==> config.mk <==
export PLATFORM = sky130hd
export DESIGN_NAME = lcd_sum_display
export DESIGN_NICKNAME = d
export VERILOG_FILES = /design/src/rtl/lcd_sum_display.sv
export SDC_FILE = /design/constraint.sdc
export NUM_CORES = 1
export LEC_CHECK = 0
export CORE_MARGIN = 2
export CORE_UTILIZATION = 45
export DETAILED_ROUTE_END_ITERATION = 7
export HOLD_SLACK_MARGIN = 0.06
export PLACE_DENSITY = 0.71
export SKIP_LAST_GASP = 1
export SLEW_MARGIN = 30
export SYNTH_ARGS = -nofsm -noshare
export SYNTH_HDL_FRONTEND = slang
export SYNTH_SLANG_ARGS = --single-unit
==> constraint.sdc <==
create_clock -name clk -period 4.25 [get_ports clk]
set_input_delay 0.425 -clock clk [delete_from_list [all_inputs] [get_ports clk]]
set_output_delay 0.425 -clock clk [all_outputs]
set_load 0.1 [all_outputs]
==> src/rtl/lcd_sum_display.sv <==
// Adds two operands loaded from switches and shows carry + hex sum on a 4-bit-bus
// character LCD: power-up wait, controller init, then address + data passes on demand.
module lcd_sum_display #(
  parameter int unsigned WIDTH   = 8,
  parameter int unsigned E_CYC   = 12,
  parameter int unsigned GAP_CYC = 2000,
  parameter int unsigned PWR_CYC = 750000,
  parameter int unsigned CLR_CYC = 82000
) (
  input  logic             clk,
  input  logic             rst,
  input  logic             btn0,
  input  logic             btn1,
  input  logic [WIDTH-1:0] t,
  output logic             sf_e,
  output logic             lcd_e,
  output logic             lcd_rs,
  output logic             lcd_rw,
  output logic [3:0]       lcd_d,
  output logic             carry,
  output logic             busy
);
  localparam int unsigned NDIG  = WIDTH / 4 + 1;
  localparam int unsigned NDATA = 2 * NDIG;

  typedef enum logic [2:0] {PWR_WAIT, INIT, ADDR, DATA, IDLE} state_t;
  typedef enum logic [2:0] {PH_NONE, PH_SETUP, PH_E, PH_GAP, PH_CLR} phase_t;

  state_t           state, state_n, start_st;
  phase_t           phase, phase_n;
  logic [31:0]      cnt, cnt_n;
  logic [4:0]       idx, idx_n;
  logic [WIDTH-1:0] a, a_n, b, b_n;
  logic             dirty, dirty_n;
  logic [WIDTH:0]   snap, snap_n;
  logic [WIDTH:0]   sum;
  logic             e_n, rs_n, sf_n, start;
  logic [3:0]       d_n;

  assign sum = {1'b0, a} + {1'b0, b};

  // {rs, nibble} for position i of the stream belonging to state st
  function automatic logic [4:0] nib_at(state_t st, logic [4:0] i, logic [WIDTH:0] s);
    logic [7:0]  ch;
    logic [3:0]  dig;
    int unsigned k;
    int unsigned pos;
    nib_at = '0;
    case (st)
      INIT: begin
        case (i)
          5'd0, 5'd1, 5'd2: nib_at = 5'h03;
          5'd3, 5'd4:       nib_at = 5'h02;
          5'd5:             nib_at = 5'h08;
          5'd7:             nib_at = 5'h06;
          5'd9:             nib_at = 5'h0C;
          5'd11:            nib_at = 5'h01;
          default:          nib_at = 5'h00;
        endcase
      end
      ADDR: nib_at = (i == 5'd0) ? 5'h08 : 5'h00;
      DATA: begin
        k = 32'(i) >> 1;
        if (k == 0) begin
          ch = {7'h18, s[WIDTH]};
        end else begin
          pos = NDIG - 1 - k;
          dig = '0;
          for (int unsigned j = 0; j < WIDTH / 4; j++)
            if (j == pos) dig = s[4*j +: 4];
          ch = (dig < 4'd10) ? (8'h30 + {4'h0, dig}) : (8'h37 + {4'h0, dig});
        end
        nib_at = {1'b1, i[0] ? ch[3:0] : ch[7:4]};
      end
      default: nib_at = '0;
    endcase
  endfunction

  function automatic logic [4:0] last_idx(state_t st);
    case (st)
      INIT:    last_idx = 5'd11;
      ADDR:    last_idx = 5'd1;
      DATA:    last_idx = 5'(NDATA - 1);
      default: last_idx = 5'd0;
    endcase
  endfunction

  always_ff @(posedge clk) begin
    if (rst) begin
      state  <= PWR_WAIT;
      phase  <= PH_NONE;
      cnt    <= '0;
      idx    <= '0;
      a      <= '0;
      b      <= '0;
      dirty  <= 1'b1;
      snap   <= '0;
      lcd_e  <= 1'b0;
      lcd_rs <= 1'b0;
      lcd_d  <= '0;
      sf_e   <= 1'b0;
    end else begin
      state  <= state_n;
      phase  <= phase_n;
      cnt    <= cnt_n;
      idx    <= idx_n;
      a      <= a_n;
      b      <= b_n;
      dirty  <= dirty_n;
      snap   <= snap_n;
      lcd_e  <= e_n;
      lcd_rs <= rs_n;
      lcd_d  <= d_n;
      sf_e   <= sf_n;
    end
  end

  // Entering INIT/ADDR/DATA loads the first nibble on the same edge, so the
  // setup cycle overlaps the transition instead of costing an extra cycle.
  always_comb begin
    state_n  = state;
    phase_n  = phase;
    cnt_n    = cnt;
    idx_n    = idx;
    a_n      = a;
    b_n      = b;
    dirty_n  = dirty;
    snap_n   = snap;
    e_n      = lcd_e;
    rs_n     = lcd_rs;
    d_n      = lcd_d;
    sf_n     = 1'b1;
    start    = 1'b0;
    start_st = state;

    if (btn0)      a_n = t;
    else if (btn1) b_n = t;

    case (state)
      PWR_WAIT: begin
        if (cnt == PWR_CYC - 1) begin
          start    = 1'b1;
          start_st = INIT;
        end else begin
          cnt_n = cnt + 32'd1;
        end
      end
      IDLE: begin
        if (dirty) begin
          start    = 1'b1;
          start_st = ADDR;
        end
      end
      default: begin
        case (phase)
          PH_SETUP: begin
            phase_n = PH_E;
            e_n     = 1'b1;
            cnt_n   = '0;
          end
          PH_E: begin
            if (cnt == E_CYC - 1) begin
              phase_n = PH_GAP;
              e_n     = 1'b0;
              cnt_n   = '0;
            end else begin
              cnt_n = cnt + 32'd1;
            end
          end
          PH_GAP: begin
            if (cnt != GAP_CYC - 1) begin
              cnt_n = cnt + 32'd1;
            end else if (idx != last_idx(state)) begin
              idx_n         = idx + 5'd1;
              {rs_n, d_n}   = nib_at(state, idx + 5'd1, snap);
              phase_n       = PH_SETUP;
              cnt_n         = '0;
            end else begin
              case (state)
                INIT: begin
                  phase_n = PH_CLR;
                  cnt_n   = '0;
                end
                ADDR: begin
                  start    = 1'b1;
                  start_st = DATA;
                end
                default: begin
                  state_n = IDLE;
                  phase_n = PH_NONE;
                  cnt_n   = '0;
                end
              endcase
            end
          end
          PH_CLR: begin
            if (cnt == CLR_CYC - 1) begin
              start    = 1'b1;
              start_st = ADDR;
            end else begin
              cnt_n = cnt + 32'd1;
            end
          end
          default: ;
        endcase
      end
    endcase

    if (start) begin
      state_n = start_st;
      phase_n = PH_SETUP;
      cnt_n   = '0;
      idx_n   = '0;
      if (start_st == ADDR) begin
        snap_n  = sum;
        dirty_n = 1'b0;
      end
      {rs_n, d_n} = nib_at(start_st, 5'd0, snap_n);
    end

    if (btn0 || btn1) dirty_n = 1'b1;
  end

  always_comb begin
    busy   = (state != IDLE);
    carry  = sum[WIDTH];
    lcd_rw = 1'b0;
  end

endmodule

Word-level counts from Yosys, hierarchy flattened
Memory sizes are Yosys's and may differ from the RTL's.
Index checks and enable logic that the tools add are counted.
{"block": "totals", "ff_bits": 76, "mem_bits_ro": 64, "in_bits": 12, "output_inout_bits": 10, "memories": 1}
{"name": "(name not given)", "words": 16, "width": 4, "read_ports": 1, "rd_ports_with_merged_regs": 0, "write_ports": 0, "line": "51", "rtl": "case (i)"}
{"block": "classes", "n_addsub": 6, "n_lt_le_gt_ge": 1, "n_eq_ne": 31, "mux": 69, "bitwise_logic": 4, "n_reduce_logical": 24}
{"cell": "32-bit 2-to-1 mux", "count": 6}
{"cell": "32-bit case mux with 4 select lines", "count": 1}
{"cell": "32-bit logical NOT", "count": 2}
{"cell": "32-bit case mux with 2 select lines", "count": 1}
{"cell": "4-bit 2-to-1 mux", "count": 15}
{"cell": "3-bit 2-to-1 mux", "count": 15}
{"cell": "32-bit by 1-bit adder with 32-bit output, second input constant", "count": 1}
{"cell": "1-bit by 32-bit equality test with 1-bit output, first input constant", "count": 1}
{"cell": "32-bit by 17-bit equality test with 1-bit output, second input constant", "count": 1}
{"cell": "32-bit by 20-bit equality test with 1-bit output, second input constant", "count": 1}
{"cell": "32-bit by 4-bit equality test with 1-bit output, second input constant", "count": 1}
{"cell": "32-bit by 11-bit inequality test with 1-bit output, second input constant", "count": 1}
{"cell": "5-bit case mux with 3 select lines", "count": 2}
{"cell": "5-bit 2-to-1 mux", "count": 4}
{"cell": "5-bit AND reduction", "count": 4}
{"cell": "3-bit by 2-bit equality test with 1-bit output, second input constant", "count": 6}
{"cell": "3-bit case mux with 2 select lines", "count": 3}
{"cell": "1-bit 2-to-1 mux", "count": 15}
{"cell": "6-bit by 4-bit adder with 7-bit output, first input constant", "count": 2}
{"cell": "7-bit 2-to-1 mux", "count": 2}
{"cell": "3-bit inequality test, second input constant", "count": 4}
{"cell": "4-bit case mux with 3 select lines", "count": 1}
{"cell": "2-bit inequality test, second input constant", "count": 5}
{"cell": "8-bit by 8-bit adder with 9-bit output", "count": 1}
{"cell": "other kinds (24)", "count": 40}

Logic depth before layout (Yosys ltp)
Gate-level depths: netlist of run 1.
{"block": "depth", "word_depth": 21, "ltp_mapped": 12}

Worst setup path before layout of run 1
No wires, ideal clock.
{"block": "synth_timing", "path_kind": "reg-to-reg", "from": "register a[0]", "to": "register snap[8]", "t_arrival_ps": 3293, "required_ps": 4163, "path_slack_ps": 870, "path_stages_with_launch": 11, "period_less_slack_ps": 3380, "cell_sequence": "dfxtp_1 ha_1 inv_1 fa_1 nor2b_1 o21ai_0 a21boi_0 o21ai_0 a21oi_1 nor2_1 a211oi_1"}
{"block": "synth_between", "elab_chain_len": 1}
{"item": "from (decl)", "line": "33", "rtl": "logic [WIDTH-1:0] a, a_n, b, b_n;"}
{"item": "from (signal assigned)", "line": "107", "rtl": "a <= a_n;"}
{"item": "8-bit by 8-bit adder with 9-bit output", "line": "40", "rtl": "assign sum = {1'b0, a} + {1'b0, b};"}
{"item": "via carry", "line": "20", "rtl": "output logic carry,"}
{"item": "to (signal assigned)", "line": "110", "rtl": "snap <= snap_n;"}
{"item": "to (decl)", "line": "35", "rtl": "logic [WIDTH:0] snap, snap_n;"}
The timed path passes the listed nets, and every way through them passes these cells.
A chain may end at the register's enable or synchronous reset.

Worst setup path after layout of run 1
{"block": "layout_timing", "from": "register b[0]", "to": "output carry"}
{"block": "layout_between", "elab_chain_len": 1}
{"item": "from (decl)", "line": "33"}
{"item": "from (signal assigned)", "line": "108", "rtl": "b <= b_n;"}
{"item": "8-bit by 8-bit adder with 9-bit output", "line": "40"}
{"item": "to (decl)", "line": "20"}
No other way between the ends.

==> metrics.csv, run 1 <==
metric;value;unit
Layout area overhead;9.78;%
Worst Hold Margin;0.484;ns
gpl congestion;0.951;
Clock Sink Count;76;
Worst Path Arrival;2.63;ns
ranking of synthesized cells by instance count;sky130_fd_sc_hd__nor2_1, sky130_fd_sc_hd__dfxtp_1, sky130_fd_sc_hd__nand2_1;
total global routing overflow;0;
average size of a mapped cell;8.18;um2
area share of the leading cell type in the synthesized netlist;33.4;%
remaining routing DRC violations;0;
top cells by area in the synthesized netlist;sky130_fd_sc_hd__dfxtp_1, sky130_fd_sc_hd__nor2_1, sky130_fd_sc_hd__mux2i_1;
amount of wire on met3 after detailed routing;535;um
Via Count;4048;
leakage power;0.00182;uW
Max FO, Critical Path;2;
Die H;105;um
Fin Setup TNS;0;ns
mean number of vias per cell;5.81;
antenna violations before repair;0;
clock-pin transition on the worst setup and hold timing paths;0.09;ns
unrepaired setup endpoints after global routing;no;
Layout fillers;956;
top-count cell post-synth;sky130_fd_sc_hd__nor2_1;
clock tree from TritonCTS;yes;
relative slew slack;32.5;%
post-detailed-routing wire length;10.2;mm
area of the core;9820;um2
post-synthesis async set-or-reset flop share;0;%
Synth Register Bits;76;
worst hold-check path type;reg2reg;
sequential share of the synthesized area;33.4;%
layout cells sized above 1;7.09;%
Netlist Area Pre-Place;4560;um2
Cell Count, Final, Fillers Out;697;
outcome;complete, no violations;
crit end category;output port;
Clock Tree Root;sky130_fd_sc_hd__clkbuf_8;
type of origin of the critical path;flip-flop;
Die X-Extent;105;um
I/O pin count;22;
Fin. Hold Viols;0;
synthesized net count;583;
number of enable flip-flop cells after synthesis;0;
global-route wire length before repair;17.5;mm
Gates resized, CTS repair;0;
cell type contributing the most total cell area after synthesis;sky130_fd_sc_hd__dfxtp_1;
required time of the worst setup path;3.83;ns
maximum clock frequency;328;MHz
Tmin final;3.05;ns
clock buffers created by TritonCTS;9;
uppermost routed layer;met4;
max-cap violation count;0;
buffer depth of the longest clock path;2;
area enclosed by the die boundary;10900;um2
WL met2;4.58;mm
Avg WL per Cell;14.6;um
Gate Count Post-Synth;557;
Routed met1 length;4.84;mm
# nets final;585;
cts-stage hold buffer count;0;
post-route ant nets;0;
number of warnings issued by yosys;0;
via count of the first global-routing pass;3771;
Clock Skew;0.0106;ns
worst slew pin tran;1.01;ns
total count of max-transition violations in the final report;0;
kind of critical path;reg2out;
antenna cells;0;
worst-skew pair later-pin latency;0.36;ns
first-pass detailed-route iteration total;5;
detailed router's first-iteration violation count;273;
total routing usage reported by global routing;19.1;%
number of rows created at floorplan;36;
unique cell type count in the Yosys netlist;75;
HPWL after detailed placement;7.18;mm
areal power density over the cells;300;nW/um2
Post-synth top flop;sky130_fd_sc_hd__dfxtp_1;
cell count after placement;681;
pin count of the biggest net entering global routing;36;
total of buffers placed on input and output ports;20;
crit share post-route;71.8;%
number of setup buffers added after CTS;0;
deepest level of the CTS H-tree;3;
maximum VDD drop;0.000224;V
initial standard-cell utilization of the core;46.4;%
# setup viols final;0;
[cell type report]
cell class	instances	area, um2	area share [%]
inverter	15	56.3	1.13
multi-input combinational	435	2800	55.9
timing repair buffer	22	213	4.25
clock inverter	7	124	2.48
tap	133	166	3.33
clock buffer	9	124	2.48
sequential	76	1520	30.4
[stage by stage]
step / util [%] / total power, uW / setup slack [ns] / cell area [um2]
finish: 50.9 / 1500 / 1.20 / 5000
global route: 50.9 / 1550 / 1.04 / 5000
CTS: 50.9 / 1510 / 1.22 / 5000
detailed placement: 48.4 / 827 / 1.41 / 4750
global placement: 48.4 / 825 / 1.51 / 4750
floorplan: - / 807 / 0.870 / 4560
[logic make-up after synthesis]
family / synth area share (%)
muxes: 5.05
DFF: 33.4
other: 0.0823
buffers and inverters: 5.27
AOI/OAI and AO/OA: 14.4
adders and majority gates: 4.01
and+or+nand+nor: 29.7
xor gates and xnor gates: 8.07
[where the power goes]
part,leakage (uW),switching [uW],internal (uW),total (uW)
logic,0.00108,46.1,34.2,80.3
registers,0.000616,7.74,723,730
clock network,0.000120,295,394,689
total,0.00182,349,1150,1500
[registers in the layout (all words and copies together) (netlist names)]
signal,cells
cnt,32
snap,9
a,8
b,8
idx,5
lcd_d,4
phase,3
state,3
dirty,1
lcd_e,1
lcd_rs,1
sf_e,1
[critical path: stages (launching register included)]
cell and delay (ns):
sky130_fd_sc_hd__dfxtp_1 0.34, sky130_fd_sc_hd__ha_1 0.16, sky130_fd_sc_hd__inv_1 0.05, sky130_fd_sc_hd__fa_1 0.37, sky130_fd_sc_hd__nor2b_1 0.17, sky130_fd_sc_hd__o21ai_0 0.12, sky130_fd_sc_hd__a21boi_0 0.27, sky130_fd_sc_hd__o21ai_0 0.16
sky130_fd_sc_hd__a21oi_1 0.26, sky130_fd_sc_hd__buf_4 0.35
[path summary, 6_finish.rpt]
check / from / endpoint / slack, ns / cells past startpoint
worst min-delay path: lcd_d[0] / lcd_d[0] / 0.48 / 2
worst min register to register: lcd_d[0] / lcd_d[0] / 0.48 / 2
worst max-delay path: b[0] / carry / 1.20 / 9
worst max register to register: idx[0] / lcd_d[2] / 1.32 / 9
[metal layers]
metal,up-vias,global-route usage [%]
met5,-,0
met1,1890,26.1
met3,24,4.05
met2,130,29.6
li1,2004,-
met4,0,7.52
[layout by cell type (no fill, tap or decap), types with 9 or more instances in the layout]
cell                              count
sky130_fd_sc_hd__ha_1                13
sky130_fd_sc_hd__xnor2_1             23
sky130_fd_sc_hd__clkdlybuf4s50_1     19
sky130_fd_sc_hd__and3_1              12
sky130_fd_sc_hd__nand3_1             16
sky130_fd_sc_hd__xor2_1              19
sky130_fd_sc_hd__nor2_1             100
sky130_fd_sc_hd__nand2_1             35
sky130_fd_sc_hd__dfxtp_1             76
sky130_fd_sc_hd__clkbuf_8             9
sky130_fd_sc_hd__mux2i_1             23
sky130_fd_sc_hd__a21oi_1             24
sky130_fd_sc_hd__nor3_1              19
sky130_fd_sc_hd__inv_1               15
sky130_fd_sc_hd__o21ai_0             17
sky130_fd_sc_hd__nand4_1             24
Note: power is estimated with default switching activity, not from simulation.
==> run 2: changes to the inputs <==
- PLACE_DENSITY: 0.71 -> 0.74
- clock period: 4.25 -> 2.7 ns (I/O delays scaled with it)
==> metrics.csv, run 2 (synthesis results as in run 1) <==
metric;value;unit;change
global routing usage on met1;26.0;%;was 26.1%
Flop pwr share;51.9;%;was 48.7%
type of origin of the critical path;flip-flop;;unchanged
Fin Setup TNS;0;ns;unchanged
combinational fraction of design power;6.4;%;was 5.4%
Die X-Extent;105;um;unchanged
Worst Hold Margin;0.483;ns;was 0.484 ns
cts-stage hold buffer count;0;;unchanged
relative slew slack;63.2;%;was 32.5%
Layout fillers;919;;was 956
total routing usage reported by global routing;19.8;%;was 19.1%
HPWL after detailed placement;7.86;mm;was 7.18 mm
critical register-to-register path endpoint;cnt[17];;was lcd_d[2]
sequential cell area in the final layout;1520;um2;unchanged
setup slack, reg-to-reg;0.16;ns;was 1.32 ns
R2R cell count;9;;unchanged
crit share post-route;98.7;%;
switching power as a share of total power;25.0;%;was 23.3%
commonest cells after routing, fill and taps aside;sky130_fd_sc_hd__nor2_1, sky130_fd_sc_hd__dfxtp_1, sky130_fd_sc_hd__buf_4, sky130_fd_sc_hd__nand2_1, sky130_fd_sc_hd__nand4_1;;was sky130_fd_sc_hd__nor2_1, sky130_fd_sc_hd__dfxtp_1, sky130_fd_sc_hd__nand2_1, sky130_fd_sc_hd__a21oi_1, sky130_fd_sc_hd__nand4_1
leakage power;0.00197;uW;was 0.00182 uW
Clock Sink Count;76;;unchanged
layer with the highest usage after global routing;met2;;unchanged
Layout area overhead;13.8;%;was 9.78%
# nets final;612;;was 585
total count of max-transition violations in the final report;0;;unchanged
buffer depth of the longest clock path;2;;unchanged
area of the core;9820;um2;unchanged
worst slew pin tran;0.547;ns;was 1.01 ns
worst setup path endpoint;carry;;unchanged
via count of the first global-routing pass;3905;;was 3771
global-route wire length before repair;18.1;mm;was 17.5 mm
areal power density over the cells;427;nW/um2;was 300 nW/um2
Via Count;4133;;was 4048
biggest registers after layout;cnt: 32 flops, snap: 9 flops;;unchanged
max-cap violation count;0;;unchanged
worst hold-check path type;reg2reg;;unchanged
Die H;105;um;unchanged
mean number of vias per cell;5.71;;was 5.81
unrepaired setup endpoints after global routing;yes;;was no
post-route ant nets;0;;unchanged
outcome;complete, no violations;;unchanged
initial standard-cell utilization of the core;46.4;%;unchanged
clock tree from TritonCTS;yes;;unchanged
detailed router's first-iteration violation count;231;;was 273
start point of the critical path;a[0];;was b[0]
maximum clock frequency;375;MHz;
Tmin final;2.67;ns;
Avg WL per Cell;14.8;um;was 14.6 um
internal portion of total power;1660;uW;was 1150 uW
total of buffers placed on input and output ports;20;;unchanged
number of flip-flops under the largest register name;32;;unchanged
pin count of the biggest net entering global routing;33;;was 36
final std cell area, no fill;5180;um2;was 5000 um2
clock buffers created by TritonCTS;9;;unchanged
antenna cells;0;;unchanged
global-route track usage on met2;33.1;%;was 29.6%
area after detailed placement;4950;um2;was 4750 um2
Clock power frac;41.6;%;was 45.9%
largest register by flop count;cnt;;unchanged
post-detailed-routing wire length;10.7;mm;was 10.2 mm
# setup viols final;0;;unchanged
reg-to-reg critical path startpoint;cnt[26];;was idx[0]
number of rows created at floorplan;36;;unchanged
area enclosed by the die boundary;10900;um2;unchanged
remaining routing DRC violations;0;;unchanged
total net switching power;552;uW;was 349 uW
layout cells sized above 1;13.0;%;was 7.09%
worst-skew pair later-pin latency;0.37;ns;was 0.36 ns
deepest level of the CTS H-tree;3;;unchanged
required time of the worst setup path;2.43;ns;was 3.83 ns
first-pass detailed-route iteration total;5;;unchanged
kind of critical path;reg2out;;unchanged
I/O pin count;22;;unchanged
clock-pin transition on the worst setup and hold timing paths;0.08;ns;was 0.09 ns
commonest non-fill, non-tap cell in the layout;sky130_fd_sc_hd__nor2_1;;unchanged
crit end category;output port;;unchanged
Max FO, Critical Path;2;;unchanged
Fin. Hold Viols;0;;unchanged
Worst Path Arrival;2.40;ns;was 2.63 ns
Clock Tree Root;sky130_fd_sc_hd__clkbuf_8;;unchanged
antenna violations before repair;0;;unchanged
gpl congestion;0.924;;was 0.951
Clock Skew;0.0145;ns;was 0.0106 ns
met3 global-route usage;3.68;%;was 4.05%
total global routing overflow;0;;unchanged
area of the multi-input gates;2810;um2;was 2800 um2
maximum VDD drop;0.000321;V;was 0.000224 V
[run 2: per-layer routing]
| layer | vias to the layer above | wire, um | share of wire, % |
|---|---|---|---|
| met1 | 1932 | 5000 | 47 |
| met5 | - | 0 | 0 |
| met3 | 15 | 553 | 5.2 |
| li1 | 2043 | - | - |
| met2 | 143 | 4980 | 47 |
| met4 | 0 | 148 | 1.4 |
[run 2: timing repair]
action	4_1_cts	5_1_grt
buffers inserted	0	2
setup endpoints to repair	1	33
resized for setup	2	2
pin swaps	0	3
[run 2: how the worst min path moves through the flow]
| stage | to | startpoint | cells after the start |
|---|---|---|---|
| 2_1_floorplan | dirty | btn1 | 1 |
| 3_3_place_gp | lcd_d[0] | lcd_d[0] | 2 |
| 3_5_place_dp | lcd_e | lcd_e | 2 |
| 4_1_cts | lcd_e | lcd_e | 2 |
| 5_1_grt | lcd_e | lcd_e | 2 |
| 6_report | lcd_e | lcd_e | 2 |
[run 2: cell type report]
class	instances	share of cell area (%)
well taps	133	3.21
clock buffers	10	2.66
inverters	15	1.09
multi-input cells	435	54.2
clock inverters	6	1.35
flip-flops and latches	76	29.4
repair buffers	49	8.11
[run 2: critical path: stages (launching register included)]
cell,delay (ns)
sky130_fd_sc_hd__dfxtp_1,0.34
sky130_fd_sc_hd__ha_1,0.17
sky130_fd_sc_hd__inv_1,0.05
sky130_fd_sc_hd__fa_1,0.40
sky130_fd_sc_hd__nor2b_2,0.16
sky130_fd_sc_hd__o21ai_0,0.13
sky130_fd_sc_hd__a21boi_1,0.25
sky130_fd_sc_hd__o21ai_2,0.12
sky130_fd_sc_hd__a21oi_4,0.21
sky130_fd_sc_hd__buf_12,0.20
[run 2: power by group through the flow]
stage / clock [uW] / sequential, uW / combinational [uW]
final: 921 / 1150 / 142
after global routing: 982 / 1150 / 155
after CTS: 942 / 1150 / 142
after detailed placement: 0 / 1170 / 141
after global placement: 0 / 1170 / 137
after floorplan: 0 / 1180 / 94.0
[run 2: through the flow]
| stage | power, uW | setup slack (ns) | utilization (%) | instances |
|---|---|---|---|---|
| floorplan | 1270 | 0.124 | - | 557 |
| global placement | 1310 | 0.198 | 50.5 | 706 |
| detailed placement | 1320 | 0.123 | 50.5 | 706 |
| CTS | 2230 | 0.00863 | 52.6 | 722 |
| global route | 2290 | -0.0783 | 52.8 | 724 |
| finish | 2210 | 0.0347 | 52.8 | 724 |
==> run 3: changes to the inputs <==
- HOLD_SLACK_MARGIN: 0.06 -> not set
==> results of run 3 <==
The final DEF is identical to that of run 2; final timing and power are the same.
